File: src/rtl/i2c_xfer_sequencer.sv
// i2c_xfer_sequencer: drives one byte transfer through a memory-mapped I2C
// controller over APB. It programs the prescaler, the address byte, the TX
// byte (writes only) and the command register, polls status until done,
// then fetches the RX byte on a successful read.
//
// Optional feature: define I2C_SEQ_TIMEOUT_EN to count status polls and abort
// after TIMEOUT polls without completion. The abort clears the core enable in
// the command register and raises timeout_o. Without the macro the block
// polls forever and timeout_o is tied low.
//
// Ports:
//   pclk_i, preset_n_i        clock, async active-low reset
//   start_i                   transfer request, sampled only when idle
//   dev_addr_i, rw_i, wdata_i transfer parameters, captured on accepted start
//   busy_o, done_o            transfer in progress / one-cycle completion
//   nack_o, timeout_o         error flags, held until the next accepted start
//   rdata_o                   received byte (updated on a successful read only)
//   psel_o .. pwdata_o        APB master request
//   prdata_i, pready_i        APB completer response
module i2c_xfer_sequencer #(
  parameter logic [7:0]  PRESCALER = 8'h04,
  parameter logic [7:0]  CMD_GO    = 8'h44,
  parameter int unsigned DONE_BIT  = 0,
  parameter int unsigned NACK_BIT  = 1,
  parameter int unsigned POLL_GAP  = 8,
  parameter logic [15:0] TIMEOUT   = 16'd1000
) (
  input  logic        pclk_i,
  input  logic        preset_n_i,
  input  logic        start_i,
  input  logic [6:0]  dev_addr_i,
  input  logic        rw_i,
  input  logic [7:0]  wdata_i,
  output logic        busy_o,
  output logic        done_o,
  output logic        nack_o,
  output logic        timeout_o,
  output logic [7:0]  rdata_o,
  output logic        psel_o,
  output logic        penable_o,
  output logic        pwrite_o,
  output logic [31:0] paddr_o,
  output logic [31:0] pwdata_o,
  input  logic [31:0] prdata_i,
  input  logic        pready_i
);

  localparam int unsigned APB_W = 32;
  localparam int unsigned BYTE_W = 8;
  localparam int unsigned CNT_W = 16;
  localparam logic [2:0] DONE_IDX = 3'(DONE_BIT);
  localparam logic [2:0] NACK_IDX = 3'(NACK_BIT);

  localparam logic [APB_W-1:0] A_PRESC = 32'h0000_0000;
  localparam logic [APB_W-1:0] A_CMD   = 32'h0000_0001;
  localparam logic [APB_W-1:0] A_TX    = 32'h0000_0002;
  localparam logic [APB_W-1:0] A_RX    = 32'h0000_0003;
  localparam logic [APB_W-1:0] A_ADDR  = 32'h0000_0004;
  localparam logic [APB_W-1:0] A_STAT  = 32'h0000_0005;

  typedef enum logic [3:0] {
    IDLE, W_PRESC, W_ADDR, W_TX, W_CMD, POLL, GAP, R_RX, FIN
  } state_t;

  state_t             state_q, state_n;
  logic               psel_q, psel_n, penable_q, penable_n, pwrite_q, pwrite_n;
  logic [APB_W-1:0]   paddr_q, paddr_n, pwdata_q, pwdata_n;
  logic               busy_q, busy_n, done_q, done_n, nack_q, nack_n;
  logic [BYTE_W-1:0]  rdata_q, rdata_n;
  logic [6:0]         dev_q, dev_n;
  logic               rw_q, rw_n;
  logic [BYTE_W-1:0]  tx_q, tx_n;
  logic [7:0]         gap_q, gap_n;
  logic [BYTE_W-1:0]  stat_c;
  logic               aborting;
  logic               unused_bits;

  assign stat_c = prdata_i[BYTE_W-1:0];

`ifdef I2C_SEQ_TIMEOUT_EN
  logic             timeout_q, timeout_n;
  logic [CNT_W-1:0] poll_cnt_q, poll_cnt_n;
  assign aborting    = timeout_q;
  assign timeout_o   = timeout_q;
  assign unused_bits = ^prdata_i[APB_W-1:BYTE_W];
`else
  assign aborting    = 1'b0;
  assign timeout_o   = 1'b0;
  assign unused_bits = ^{prdata_i[APB_W-1:BYTE_W], TIMEOUT, CNT_W[0]};
`endif

  // Next-state and next-output logic; every APB state walks setup -> access
  // -> (pready) completion, and the cycle after completion is always bus-idle.
  always_comb begin
    state_n   = state_q;
    psel_n    = psel_q;
    penable_n = penable_q;
    pwrite_n  = pwrite_q;
    paddr_n   = paddr_q;
    pwdata_n  = pwdata_q;
    nack_n    = nack_q;
    rdata_n   = rdata_q;
    dev_n     = dev_q;
    rw_n      = rw_q;
    tx_n      = tx_q;
    gap_n     = gap_q;
    busy_n    = 1'b0;
    done_n    = 1'b0;
`ifdef I2C_SEQ_TIMEOUT_EN
    timeout_n  = timeout_q;
    poll_cnt_n = poll_cnt_q;
`endif

    case (state_q)
      IDLE: begin
        if (start_i) begin
          dev_n   = dev_addr_i;
          rw_n    = rw_i;
          tx_n    = wdata_i;
          nack_n  = 1'b0;
`ifdef I2C_SEQ_TIMEOUT_EN
          timeout_n  = 1'b0;
          poll_cnt_n = '0;
`endif
          state_n = W_PRESC;
          psel_n  = 1'b1;
        end
      end

      // POLL_GAP idle cycles on top of the mandatory post-access idle cycle
      GAP: begin
        if (gap_q == 8'd0) begin
          state_n = POLL;
          psel_n  = 1'b1;
        end else begin
          gap_n = gap_q - 8'd1;
        end
      end

      FIN: state_n = IDLE;

      W_PRESC, W_ADDR, W_TX, W_CMD, POLL, R_RX: begin
        if (!psel_q) begin
          psel_n = 1'b1;
        end else if (!penable_q) begin
          penable_n = 1'b1;
        end else if (pready_i) begin
          psel_n    = 1'b0;
          penable_n = 1'b0;
          case (state_q)
            W_PRESC: state_n = W_ADDR;
            W_ADDR:  state_n = rw_q ? W_CMD : W_TX;
            W_TX:    state_n = W_CMD;
            W_CMD:   state_n = aborting ? FIN : POLL;
            POLL: begin
`ifdef I2C_SEQ_TIMEOUT_EN
              poll_cnt_n = poll_cnt_q + 16'd1;
`endif
              if (stat_c[DONE_IDX]) begin
                nack_n  = stat_c[NACK_IDX];
                state_n = (rw_q && !stat_c[NACK_IDX]) ? R_RX : FIN;
              end else begin
                state_n = GAP;
                gap_n   = 8'(POLL_GAP);
`ifdef I2C_SEQ_TIMEOUT_EN
                if (poll_cnt_n == TIMEOUT) begin
                  timeout_n = 1'b1;
                  state_n   = W_CMD;
                end
`endif
              end
            end
            R_RX: begin
              rdata_n = stat_c;
              state_n = FIN;
            end
            default: state_n = IDLE;
          endcase
        end
      end

      default: begin
        state_n   = IDLE;
        psel_n    = 1'b0;
        penable_n = 1'b0;
      end
    endcase

    // Request fields are loaded on entry to setup and held through completion
    if (psel_n && !psel_q) begin
      case (state_n)
        W_PRESC: begin paddr_n = A_PRESC; pwrite_n = 1'b1; pwdata_n = {24'h0, PRESCALER}; end
        W_ADDR:  begin paddr_n = A_ADDR;  pwrite_n = 1'b1; pwdata_n = {24'h0, dev_q, rw_q}; end
        W_TX:    begin paddr_n = A_TX;    pwrite_n = 1'b1; pwdata_n = {24'h0, tx_q}; end
        W_CMD: begin
          paddr_n  = A_CMD;
          pwrite_n = 1'b1;
          pwdata_n = {24'h0, aborting ? (CMD_GO & 8'hBF) : CMD_GO};
        end
        POLL:    begin paddr_n = A_STAT;  pwrite_n = 1'b0; pwdata_n = '0; end
        R_RX:    begin paddr_n = A_RX;    pwrite_n = 1'b0; pwdata_n = '0; end
        default: ;
      endcase
    end

    busy_n = (state_n != IDLE) && (state_n != FIN);
    done_n = (state_n == FIN);
  end

  // State and output registers
  always_ff @(posedge pclk_i or negedge preset_n_i) begin
    if (!preset_n_i) begin
      state_q   <= IDLE;
      psel_q    <= 1'b0;
      penable_q <= 1'b0;
      pwrite_q  <= 1'b0;
      paddr_q   <= '0;
      pwdata_q  <= '0;
      busy_q    <= 1'b0;
      done_q    <= 1'b0;
      nack_q    <= 1'b0;
      rdata_q   <= '0;
      dev_q     <= '0;
      rw_q      <= 1'b0;
      tx_q      <= '0;
      gap_q     <= '0;
`ifdef I2C_SEQ_TIMEOUT_EN
      timeout_q  <= 1'b0;
      poll_cnt_q <= '0;
`endif
    end else begin
      state_q   <= state_n;
      psel_q    <= psel_n;
      penable_q <= penable_n;
      pwrite_q  <= pwrite_n;
      paddr_q   <= paddr_n;
      pwdata_q  <= pwdata_n;
      busy_q    <= busy_n;
      done_q    <= done_n;
      nack_q    <= nack_n;
      rdata_q   <= rdata_n;
      dev_q     <= dev_n;
      rw_q      <= rw_n;
      tx_q      <= tx_n;
      gap_q     <= gap_n;
`ifdef I2C_SEQ_TIMEOUT_EN
      timeout_q  <= timeout_n;
      poll_cnt_q <= poll_cnt_n;
`endif
    end
  end

  assign psel_o    = psel_q;
  assign penable_o = penable_q;
  assign pwrite_o  = pwrite_q;
  assign paddr_o   = paddr_q;
  assign pwdata_o  = pwdata_q;
  assign busy_o    = busy_q;
  assign done_o    = done_q;
  assign nack_o    = nack_q;
  assign rdata_o   = rdata_q;

endmodule

File: config.mk
export PLATFORM = sky130hd
export DESIGN_NAME = i2c_xfer_sequencer
export DESIGN_NICKNAME = d
export VERILOG_FILES = /design/src/rtl/i2c_xfer_sequencer.sv
export SDC_FILE = /design/constraint.sdc
export NUM_CORES = 1
export LEC_CHECK = 0
export ABC_AREA = 1
export BUFFER_PORTS_ARGS = -buffer_cell sky130_fd_sc_hd__buf_2
export CORE_AREA = 8 8 86 88
export DETAILED_ROUTE_END_ITERATION = 12
export DIE_AREA = 0 0 94 96
export GPL_TIMING_DRIVEN = 0
export PLACE_DENSITY = 0.86
export SLEW_MARGIN = 20
export SYNTH_ARGS = -nofsm -noshare
export SYNTH_HDL_FRONTEND = slang
export SYNTH_SLANG_ARGS = --single-unit
File: constraint.sdc
create_clock -name pclk_i -period 2.7 [get_ports pclk_i]
set_clock_uncertainty 0.1 [all_clocks]
set_input_delay 0.135 -clock pclk_i [delete_from_list [all_inputs] [get_ports pclk_i]]
set_output_delay 0.135 -clock pclk_i [all_outputs]
set_load 0.02 [all_outputs]
**Word level (Yosys, flattened, before mapping)**

Cells that the tools add are included.
W data, S select, Z words.

- Add/sub/neg operators: 1
- Equal/unequal tests: 24
- Mux-type cells: 35
- Bitwise logic cells: 1
- Reduce and logical (&&, ||, !) cells: 25

Operator list:

| cell | number |
|---|---|
| $pmux W32 S6 | 1 |
| $pmux W32 S5 | 1 |
| $mux W8 | 6 |
| $eq A4 B3 Y1 const B | 7 |
| $mux W4 | 7 |
| $pmux W4 S6 | 1 |
| $eq A4 B2 Y1 const B | 4 |
| $ne A2 B2 Y1 const B | 8 |
| $pmux W8 S2 | 1 |
| $reduce_and A7 Y1 | 2 |
| $mux W1 | 12 |
| $pmux W4 S3 | 1 |
| $reduce_and A2 Y1 | 5 |
| $eq A4 B1 Y1 const B | 2 |
| $eq A4 B4 Y1 const B | 2 |
| $logic_not A8 Y1 | 1 |
| $sub A8 B1 Y8 const B | 1 |
| $pmux W1 S2 | 3 |
| $reduce_bool A2 Y1 | 3 |
| $reduce_bool A6 Y1 | 1 |
| $reduce_or A6 Y1 | 1 |
| $reduce_and A5 Y1 | 1 |
| $reduce_bool A5 Y1 | 1 |
| $logic_not A4 Y1 | 1 |
| other kinds (10) | 13 |

- Bits in registers: 106
- Input port bits: 52
- Word-level logic and storage cells: 100

**Depth between registers and ports, before layout**

- Word-level depth: 13
- Gate-level depth with buffers: 14

**Worst setup path after synthesis**

Ideal clock, no wire load.

- Path type: register -> register
- From: reg psel_q, in the netlist psel_o
- To: reg pwdata_q[0], in the netlist pwdata_o[0]
- Data arrival time: 1635 ps
- Data required time: 2535 ps
- Slack: 900 ps
- Stages on the path, launching flop included: 13
- Buffers on the path: 0
- Clock period less this slack: 1800 ps
- Path through: dfrtp_1 nand3_2 a21oi_2 nand3_1 nand2_1 nand3_2 inv_2 nand2_2 nor2_4 nand2_1 nand2_1 nand2_1 nand2_1

- Cells in the longest elaborated chain, start to end: 6
- Elaborated cells between the ends (all ways): 18
- Those cells by class: eq/ne: 6; mux: 7; reduce/logical: 5

RTL lines:

| element | line | text |
|---|---|---|
| start: declaration | 66 | `logic psel_q, psel_n, penable_q, penable_n, pwrite_q, pwrite_n;` |
| start signal: assignment | 233 | `psel_q <= psel_n;` |
| $mux W4 | 143 | `if (!psel_q) begin` |
| $pmux W4 S3 | 114 | `case (state_q)` |
| $eq A4 B3 Y1 | 191 | `case (state_n)` |
| $reduce_or A2 Y1 (no line) | -- |  |
| $reduce_bool A5 Y1 (no line) | -- |  |
| $reduce_and A2 Y1 (no line) | -- |  |
| end signal: assignment | 237 | `pwdata_q <= pwdata_n;` |
| end: declaration | 67 | `logic [APB_W-1:0] paddr_q, paddr_n, pwdata_q, pwdata_n;` |

Several ways; a longest one is shown, not always the timed one. The select of a mux whose other input is x is not followed.
A chain may end at the register's enable or synchronous reset.

**Final worst setup path**

- From: reg state_q[1]
- To: reg pwdata_q[1], in the netlist pwdata_o[1]

- Cells in the longest elaborated chain, start to end: 10
- Elaborated cells between the ends (all ways): 29
- Those cells by class: eq/ne: 14; mux: 9; reduce/logical: 6

RTL lines:

| element | line | text |
|---|---|---|
| start: declaration | 65 | `state_t state_q, state_n;` |
| start signal: assignment | 232 | `state_q <= state_n;` |
| $eq A4 B3 Y1 (tied with other cells) | 114, 150 |  |
| $pmux W4 S6 | 150 | `case (state_q)` |
| $mux W4 | 147 | `end else if (pready_i) begin` |
| $mux W4 | 145 | `end else if (!penable_q) begin` |
| $mux W4 | 143 |  |
| $pmux W4 S3 | 114 |  |
| $eq A4 B3 Y1 | 191 |  |
| $reduce_or A2 Y1 (no line) | -- |  |
| $reduce_bool A5 Y1 (no line) | -- |  |
| $reduce_and A2 Y1 (no line) | -- |  |

Several ways; a longest one is shown, not always the timed one. The select of a mux whose other input is x is not followed.

==> summary by stage <==
Clock network
The later pin in the worst-skew pair is clocked with a latency of 0.30 ns. After clock tree synthesis, the clock-pin slew on the worst setup and hold paths is 0.09 ns. In this run the deepest clock path goes through 2 buffers.

TritonCTS built the clock tree. The count of buffers added by post-CTS timing repair for setup is 0. The cell at the root of the clock tree is sky130_fd_sc_hd__clkbuf_8. The H-tree was split into 2 levels. For this design, the sink count on the clock tree is 53.

TritonCTS created 5 clock buffers. The post-cts resize count is 0.

Synthesis
The most used flip-flop cell after synthesis is sky130_fd_sc_hd__dfrtp_1. The number of register bits inferred by synthesis is 53. The combined area of all synthesized cells is approximately 3000 sq um. The cell type contributing the most total cell area after synthesis is sky130_fd_sc_hd__dfrtp_1. A synthesized cell averages 7.86 sq um. The share of flip-flops with an asynchronous set or reset is between 90% and 100%. The register area share after synthesis is 43.8%. Counting distinct cell types in the post-synthesis netlist gives 33. The number of warning messages in the yosys log is 0.

The number of enable flip-flop cells after synthesis is 0. Synthesis handed over a netlist of ~390 instances. The top cell type by area accounts for 43.8% of the synthesized area. In the post-synthesis netlist, the biggest area contributors are sky130_fd_sc_hd__dfrtp_1 44%, sky130_fd_sc_hd__nand2_1 18%, sky130_fd_sc_hd__buf_4 14%.

Drt
Dividing the detail-routed wire length by the instance count gives 11.9 um. The residual DRC count is 0. The detailed router finished its first iteration with ~130 violations. The final layout contains routed wiring with a total length of between 7 and 8 mm. The number of antenna-violating nets in the routed design is 0. The number of vias after detailed routing is 2,648. The first detailed-routing pass took 4 iterations. Using the TritonRoute via totals, the vias-per-cell ratio works out to ~4.4.

Power and ir drop
Across the VDD grid, the largest voltage drop is between 0.5 and 0.6 mV. Power spread over the standard cell area amounts to 938 nW/um^2. Summed over all cells, the static leakage comes to 2.27 nW.

Finish
For this run, the number of standard cells in the final layout without fillers is 597. The design area is 3900 sq um. Compared with the post-synthesis result, the final layout area differs by 28.9%. The share of cells above drive strength 1 is between 20% and 30%. The number of antenna diodes in the final layout is 0. At the end of the flow, the number of nets in the layout was roughly 570.

Timing
The number of failing hold endpoints at the final stage is 0. Hold is met by 0.00923 ns. Setup violations remaining at the end of the flow were counted as 0. Measured against its own limit, the worst slew margin works out to 56.6%. The aggregate negative setup slack is 0 ns. The final number of max-transition violations is 0. The worst path uses 76.2% of the clock period. The maximum clock frequency is 0.486 GHz. The slew of the pin with the lowest slew margin is 0.652 ns. The final critical delay including setup and external delays is 2.06 ns.

Setup repair after global routing left no endpoint under its margin. The worst setup slack after layout is 0.643 ns.

Global route
The first global-routing pass estimated between 10 and 15 mm of wire. Entering global routing, the biggest net connects 54 pins. The global router's overall resource usage is between 15 and 20%. The initial antenna violation count is 0. The number of global-route vias before repair was 2,714.

Global routing finished with a remaining overflow of 0.

Worst setup path
At the worst endpoint, the arrival time is 2.20 ns. The startpoint class of the critical path is a register. The highest fanout seen on the critical path is 6. The gate family responsible for the most delay along the worst path is simple AND/OR/NAND/NOR gates. Data on the critical path is required at its endpoint by 2.84 ns. By startpoint and endpoint, the worst setup path is classified as register to register. The cell with the most instances on the worst path is sky130_fd_sc_hd__nand2_1. The cell with the largest stage delay on the worst path is sky130_fd_sc_hd__dfrtp_1. The sort of element at the end of the critical path is a register. Walking the worst path, the cells encountered are nor2_2, nand2_1, nand3_2, nor2_1, nand2_1, nand3_2, inv_2, nand2_2, nor2_4, nand2_1, nand2_1, nand2_1, nand2_1. The maximum cell stage delay along the critical path is 0.47 ns. The sum of buffers and inverters on the critical path is 1.

Die
The floorplan step defined a die boundary enclosing 9020 sq um. The number of core rows is 29. The starting utilization of the core area is between 40% and 50%. 131 I/O pins were placed. In this run the horizontal extent of the chip is 94 um.

The total area inside the core boundary comes to 6100 sq um. The die height is 96 um.

Placed design
The placed wire-length estimate after detailed placement is 5.32 mm. The weighted congestion reported at the end of routability-driven placement is approximately 0.91. The count of input and output buffers is 52. In this run, placement finished with an instance count of 567.

The post-placement worst setup slack is 0.693 ns. The placed instances occupy a cell area of 3590 sq um.

Job
The max-cap check violation count is 0.

Status
The run finished with clean final reports.

Min path
The class of the worst hold path is input port to register.
kinds of logic after synthesis:
group | after synthesis | synth area share (%)
DFF | 53 | 43.8
buffers and inverters | 88 | 18.1
adders and majority gates | 2 | 0.826
other | 1 | 0.124
AOI/OAI and AO/OA | 26 | 5.62
xor gates and xnor gates | 1 | 0.289
and+or+nand+nor | 214 | 31.3
worst paths after layout:
| kind | start | endpoint | cells after the start | slack [ns] |
|---|---|---|---|---|
| min | prdata_i[1] | nack_o | 3 | 0.009 |
| min in group asynchronous | preset_n_i | dev_q[4] | 2 | 0.30 |
| max reg2reg | state_q[1] | pwdata_o[1] | 13 | 0.64 |
| max in group asynchronous | preset_n_i | paddr_o[1] | 2 | 1.76 |
| min reg2reg | rdata_o[6] | rdata_o[6] | 2 | 0.38 |
| max | state_q[1] | pwdata_o[1] | 13 | 0.64 |
worst reg2reg max path: cells and delay by family (launching register included):
family	cells	cell delay, ns
and+or+nand+nor	12	1.32
DFF	1	0.47
buffers and inverters	1	0.12
flip-flops by register name, indices dropped and copies added, names as in the netlist:
| register | count |
|---|---|
| dev_q | 7 |
| gap_q | 8 |
| penable_o | 1 |
| done_o | 1 |
| psel_o | 1 |
| pwdata_o | 8 |
| paddr_o | 3 |
| tx_q | 8 |
| nack_o | 1 |
| rw_q | 1 |
| state_q | 4 |
| busy_o | 1 |
| rdata_o | 8 |
| pwrite_o | 1 |
cell type report:
class / instances / area [sq um]
plain buffers: 58 / 432
flip-flops and latches: 53 / 1330
repair buffers: 75 / 493
multi-input cells: 297 / 1350
clock buffers: 7 / 86.3
fillers: 542 / 2190
inverters: 30 / 115
well taps: 77 / 96.3
cell usage after synthesis, types with 4 or more instances:
cell type / number
sky130_fd_sc_hd__inv_2: 8
sky130_fd_sc_hd__nand3_1: 17
sky130_fd_sc_hd__nand3_2: 4
sky130_fd_sc_hd__nand2_1: 147
sky130_fd_sc_hd__inv_1: 20
sky130_fd_sc_hd__nand2_2: 5
sky130_fd_sc_hd__dfrtp_1: 53
sky130_fd_sc_hd__o21ai_0: 8
sky130_fd_sc_hd__nor2_1: 24
sky130_fd_sc_hd__a21oi_1: 8
sky130_fd_sc_hd__nor2_2: 7
sky130_fd_sc_hd__buf_4: 55
timing repair:
item	in CTS	in global routing
hold buffers	23	0
endpoints found under the hold margin	75	0
setup endpoints to repair	0	0
per-layer routing:
metal	vias to the layer above	routed length, um	track usage, %
met4	0	128	5.55
met2	77	3720	29.8
met1	1209	2760	18.0
met5	-	0	0
met3	11	512	4.84
li1	1351	-	-
power breakdown:
part | switching [mW] | leakage, nW | internal, mW
Clock | 0.236 | 0.0443 | 0.204
Combinational | 1.24 | 1.55 | 0.644
Sequential | 0.216 | 0.672 | 1.12
through the flow:
| stage | power [mW] | utilization, % |
|---|---|---|
| after floorplan | 2.71 | - |
| after global placement | 3.11 | 58.8 |
| after detailed placement | 3.19 | 58.8 |
| after CTS | 3.67 | 64.0 |
| after global routing | 4.00 | 64.0 |
| final | 3.66 | 64.0 |
placed cells by master, fill, tap and decap left out, types with 3 or more instances in the layout:
cell type,n
sky130_fd_sc_hd__nand2_1,147
sky130_fd_sc_hd__buf_4,56
sky130_fd_sc_hd__conb_1,54
sky130_fd_sc_hd__dfrtp_1,53
sky130_fd_sc_hd__buf_2,51
sky130_fd_sc_hd__nor2_1,24
sky130_fd_sc_hd__dlygate4sd3_1,23
sky130_fd_sc_hd__inv_1,20
sky130_fd_sc_hd__nand3_1,17
sky130_fd_sc_hd__inv_2,8
sky130_fd_sc_hd__a21oi_1,8
sky130_fd_sc_hd__o21ai_0,8
sky130_fd_sc_hd__nor2_2,7
sky130_fd_sc_hd__clkbuf_8,6
sky130_fd_sc_hd__nand2_2,5
sky130_fd_sc_hd__nand3_2,4
sky130_fd_sc_hd__clkbuf_1,3
Power figures use the tool's default switching activity.
